File: config.mk
export PLATFORM = sky130hd
export DESIGN_NAME = tick_divider_multi
export DESIGN_NICKNAME = d
export VERILOG_FILES = /design/src/rtl/tick_divider_multi.sv
export SDC_FILE = /design/constraint.sdc
export NUM_CORES = 1
export LEC_CHECK = 0
export BUFFER_PORTS_ARGS = -buffer_cell sky130_fd_sc_hd__buf_4
export CORE_ASPECT_RATIO = 1.25
export CORE_MARGIN = 4
export CORE_UTILIZATION = 65
export CTS_CLUSTER_SIZE = 25
export DETAILED_ROUTE_END_ITERATION = 8
export GPL_TIMING_DRIVEN = 0
export PLACE_DENSITY = 0.84
export SETUP_SLACK_MARGIN = 0.02
export SYNTH_ARGS = -nofsm -noshare
export SYNTH_HDL_FRONTEND = slang
export SYNTH_SLANG_ARGS = --single-unit
File: constraint.sdc
create_clock -name clk -period 10 [get_ports clk]
set_input_delay 0.5 -clock clk [delete_from_list [all_inputs] [get_ports clk]]
set_output_delay 0.5 -clock clk [all_outputs]
set_load 0.01 [all_outputs]
File: src/rtl/tick_divider_multi.sv
// Multi-channel programmable clock-enable generator: per-channel one-cycle tick
// and near-50% square wave, all in the clk domain with runtime-loadable periods.
module tick_divider_multi #(
  parameter int          NCH     = 4,
  parameter int          CW      = 32,
  parameter int          CHW     = 2,
  parameter int unsigned DEF_DIV = 100_000_000
) (
  input  logic           clk,
  input  logic           rstn,
  input  logic [NCH-1:0] en,
  input  logic           clr,
  input  logic           cfg_we,
  input  logic [CHW-1:0] cfg_ch,
  input  logic [CW-1:0]  cfg_div,
  output logic [NCH-1:0] tick,
  output logic [NCH-1:0] sq,
  output logic [NCH-1:0] busy
);

  localparam logic [CW-1:0] MIN_DIV = CW'(2);
  localparam logic [CW-1:0] DEF_RAW = CW'(DEF_DIV);
  localparam logic [CW-1:0] DEF_P   = (DEF_RAW < MIN_DIV) ? MIN_DIV : DEF_RAW;

  logic [CW-1:0]  cnt_q  [NCH];
  logic [CW-1:0]  cnt_d  [NCH];
  logic [CW-1:0]  div_q  [NCH];
  logic [CW-1:0]  div_d  [NCH];
  logic [CW-1:0]  pend_q [NCH];
  logic [CW-1:0]  pend_d [NCH];
  logic [CW-1:0]  cfg_p;
  logic [NCH-1:0] hit;
  logic [NCH-1:0] wrap;
  logic [NCH-1:0] tick_d;
  logic [NCH-1:0] sq_d;
  logic [NCH-1:0] busy_d;

  // Out-of-range channel numbers never match any i, so such writes are dropped.
  always_comb begin
    cfg_p = (cfg_div < MIN_DIV) ? MIN_DIV : cfg_div;
    for (int i = 0; i < NCH; i++) begin
      hit[i]  = cfg_we && (int'(cfg_ch) == i);
      wrap[i] = en[i] && (cnt_q[i] == div_q[i] - CW'(1));
    end
  end

  always_comb begin
    for (int i = 0; i < NCH; i++) begin
      cnt_d[i]  = cnt_q[i];
      div_d[i]  = div_q[i];
      pend_d[i] = pend_q[i];
      tick_d[i] = 1'b0;
      sq_d[i]   = sq[i];
      busy_d[i] = busy[i];
      if (clr) begin
        cnt_d[i]  = '0;
        sq_d[i]   = 1'b0;
        busy_d[i] = 1'b0;
        if (hit[i]) begin
          div_d[i] = cfg_p;
        end else if (busy[i]) begin
          div_d[i] = pend_q[i];
        end
      end else if (en[i]) begin
        tick_d[i] = wrap[i];
        if (wrap[i]) begin
          cnt_d[i] = '0;
          sq_d[i]  = 1'b1;
          if (busy[i]) begin
            div_d[i]  = pend_q[i];
            busy_d[i] = 1'b0;
          end
        end else begin
          cnt_d[i] = cnt_q[i] + CW'(1);
          if (cnt_q[i] + CW'(1) == (div_q[i] >> 1)) begin
            sq_d[i] = 1'b0;
          end
        end
        // A write landing on a wrap edge is deferred to the following wrap.
        if (hit[i]) begin
          pend_d[i] = cfg_p;
          busy_d[i] = 1'b1;
        end
      end else begin
        if (hit[i]) begin
          div_d[i]  = cfg_p;
          cnt_d[i]  = '0;
          busy_d[i] = 1'b0;
        end else if (busy[i]) begin
          div_d[i]  = pend_q[i];
          cnt_d[i]  = '0;
          busy_d[i] = 1'b0;
        end
      end
    end
  end

  always_ff @(posedge clk or negedge rstn) begin
    if (!rstn) begin
      for (int i = 0; i < NCH; i++) begin
        cnt_q[i]  <= '0;
        div_q[i]  <= DEF_P;
        pend_q[i] <= '0;
      end
      tick <= '0;
      sq   <= '0;
      busy <= '0;
    end else begin
      for (int i = 0; i < NCH; i++) begin
        cnt_q[i]  <= cnt_d[i];
        div_q[i]  <= div_d[i];
        pend_q[i] <= pend_d[i];
      end
      tick <= tick_d;
      sq   <= sq_d;
      busy <= busy_d;
    end
  end

endmodule

==> results by group <==
Status
  • Outcome: finished clean

Power
  • Maximum vdd drop: 128 uV
  • PwrDens: 177 nW/um^2
  • LEAKAGE: 11.4 nW

Placement
  • DP Worst Slack: 5.34 ns
  • Post-DP HPWL: 58,000 um
  • RD Place Congestion: 0.955
  • I/O Buffers: 23

Floorplan
  • Initial cell density of the core: 0.657
  • Die Area: 44,800 um^2
  • Core box area: 41,000 um^2
  • Core Rows: 83
  • I/O Pins: 54
  • Die Span Y: 236 um
  • DIE WIDTH: 190 um

Timing
  • RSZ-0062 raised after global routing: no
  • Final setup fails: 0
  • Max-slew headroom: 0.104
  • Total negative slack: 0 ns
  • Period utilization: 0.476
  • Final Hold Viols: 0
  • Slew @ Worst Pin: 1.33 ns
  • Final worst slack: 5.24 ns
  • Worst Skew: 0.0162 ns
  • Fin crit period: 4.76 ns
  • Fmax achieved: 210 MHz
  • Final slew viol count: 0

Routing
  • Uppermost routed layer: met5
  • DR vias/cell: 6.63
  • Antenna Nets Post-Route: 0
  • DR vias: 24,700
  • Routed wl met2: 37,500 um
  • DR pass1 iterations: 8
  • Routed len/inst: 21.5 um
  • Final wirelength: 80,100 um
  • Post-route DRC violation count: 0
  • Met3 WL: 5900 um
  • Starting DRT DRC Count: 2,441
  • WL met1: 32,000 um

Setup path
  • CP Launch Type: register
  • Max stage delay cell, worst path: nor4_1
  • R2R Setup Slk: 5.24 ns
  • R2R depth: 12
  • Crit-path max FO: 10
  • Delay of the slowest critical-path stage: 0.63 ns
  • Worst Setup SP: div_q[2]
  • Worst reg2reg endpoint: cnt_q[18]
  • Data arrival, critical path: 5.19 ns
  • Data required time of the critical path: 10.43 ns
  • Cells along the critical path: clkbuf_1, nor4_1, and4_1, nand4_1, or4_1, nor3b_1, o2111ai_1, o21a_1, clkbuf_1, buf_1, nand3_1, o311ai_0
  • Worst path most repeated cell: clkbuf_1
  • Critical path class: reg -> reg
  • Reg-to-reg startpoint: div_q[2]
  • Crit end category: register

Global routing
  • First-pass GRT wire length: 127,000 um
  • Largest net degree at the start of global routing: 131
  • Antenna violations before repair: 11
  • Total GRT Usage: 0.348
  • Vias in the first global route: 23,500
  • Congestion Overflow GR: 0

Finish
  • Fillers: 3,133
  • Layout cells sized above 1: 0.114
  • Final net count: 3,182
  • Area grow syn2layout: 8.85%

Clock network
  • Root buf cell: clkbuf_16
  • CTS tree: built
  • Clock-pin slew on the worst setup and hold paths: 0.07 ns
  • Worst skew pair latency: 0.57 ns
  • Post-CTS Setup Inserts: 0
  • Total number of H-tree levels: 2
  • Max clock buf depth: 3
  • TritonCTS buffer count: 41
  • Clock sinks: 396

Synth
  • Complex-gate fraction of the synthesized area: 0.194
  • Synth Area in Simple Gates: 0.215
  • XOR/XNOR Fraction of Synth Area: 0.113
  • Avg Cell Area, Syn: 8.80 um^2
  • Top FF cell, synth: dfrtp_1
  • Largest family of logic cells by synthesized area: simple AND/OR/NAND/NOR gates
  • Synthesized flop and latch total: 396
  • Syn Nets: 3,111
  • Post-Synth Adder-Cell Area: 0.00409
  • Multiplexer share of the synthesized area: 0.0459
  • Gate Count Post-Synth: 3,061
  • Mapped Area: 26,900 um^2
  • Seq/Total Area, Yosys: 0.370
  • Ys Warns: 0
  • EDFF count, synth: 0
  • Number of library cell types mapped by synthesis: 90
  • Async SR Flop Fraction: 1.00

Min path
  • HP Start: cfg_div[24]
  • WHS Path Cells: 3
  • Worst hold endpoint: pend_q[56]
  • Worst min path class: in -> reg

Job
  • Max cap viols: 0
==> metrics by stage <==
step	utilization	hold WS [ns]	instances	instance area [um^2]	power, mW
floorplan	-	0.204	3061	26900	3.17
global placement	0.678	0.458	3636	27800	3.49
detailed placement	0.680	0.464	3639	27900	3.55
CTS	0.715	0.246	3715	29300	5.16
global route	0.715	0.266	3718	29300	5.41
finish	0.715	0.274	3724	29300	5.18
==> worst max path at each step <==
stage	depth (start not counted)	to	slack, ns
2_1_floorplan	13	div_q[75]	6.35
5_1_grt	12	cnt_q[18]	4.98
3_3_place_gp	1	cnt_q[32]	4.61
6_report	12	cnt_q[18]	5.24
3_5_place_dp	12	cnt_q[18]	5.34
4_1_cts	12	cnt_q[18]	5.32
==> worst max-delay path, delay by kind of cell (launching register included) <==
| family | cells | cell delay, ns |
|---|---|---|
| compound gates | 3 | 0.83 |
| buf+inv | 3 | 1.31 |
| flops | 1 | 0.39 |
| simple gates | 6 | 2.11 |
==> area by class of cell <==
| type | count | area [um^2] | share of cell area |
|---|---|---|---|
| inverters | 56 | 210 | 0.00717 |
| flip-flops and latches | 396 | 9970 | 0.340 |
| repair buffers | 28 | 278 | 0.00947 |
| plain buffers | 339 | 1360 | 0.0464 |
| multi-input cells | 2270 | 15400 | 0.525 |
| diodes | 8 | 20.0 | 0.000682 |
| well taps | 552 | 691 | 0.0235 |
| clock inverters | 17 | 196 | 0.00670 |
| clock buffers | 58 | 1200 | 0.0409 |
==> Yosys cell counts, drive strengths merged, types with 61 or more instances <==
cell / n / share of area
nor3: 111 / 0.021
a21oi: 78 / 0.014
nor4: 75 / 0.019
a2bb2oi: 97 / 0.038
dfrtp: 348 / 0.32
mux2: 100 / 0.042
o22ai: 104 / 0.024
nand3: 134 / 0.025
xnor2: 230 / 0.075
nand4: 69 / 0.016
nand2: 279 / 0.039
xor2: 118 / 0.038
clkbuf: 278 / 0.039
buf: 61 / 0.011
nor2: 160 / 0.022
o21ai: 93 / 0.018
==> state kept, by name, summed over array words and instances, names as in the netlist <==
name,flops
pend_q,128
div_q,128
busy,4
tick,4
sq,4
cnt_q,128
==> per-layer routing <==
layer,vias up,track usage
li1,11300,-
met1,11900,0.457
met2,1161,0.561
met3,260,0.0498
met4,8,0.179
met5,-,0
==> layout by cell type (no fill, tap or decap), types with 19 or more instances in the layout <==
master,synthesis,routed
nand2_1,279,279
a21o_1,36,36
o311ai_0,24,24
dfstp_2,48,48
a21oi_1,78,78
a211o_1,29,29
nand3_1,134,134
clkbuf_16,0,42
or4_1,30,30
nand4_1,69,69
nor3_1,111,111
and3_1,35,35
nand2b_1,28,28
nor3b_1,26,26
buf_4,3,25
a31oi_1,19,19
clkbuf_1,264,271
xor2_1,118,118
buf_1,29,29
xnor2_1,230,230
o21ai_0,89,89
o22ai_1,104,104
or3_1,41,41
nor2_1,160,160
a2bb2oi_1,67,67
dfrtp_1,348,348
or2_2,24,24
o2bb2ai_1,34,34
mux2_2,100,100
inv_1,56,56
a22oi_1,36,36
nor4_1,70,70
a2bb2oi_2,30,30
nor2b_1,19,19
buf_2,25,25
==> kinds of logic after synthesis <==
family | Yosys count
buf+inv | 395
mux | 111
fa+ha+maj | 9
xor+xnor | 348
flops | 396
simple gates | 1107
compound gates | 695
==> where the power goes <==
part	switching, mW	internal, mW
Sequential	0.189	1.89
Clock	0.687	0.921
Combinational	0.864	0.635
==> repair_timing <==
item                      CTS  global route
hold endpoints to repair   60             0
hold buffers                1             0
gates resized for setup     0             0
Note: power is estimated with default switching activity, not from simulation.
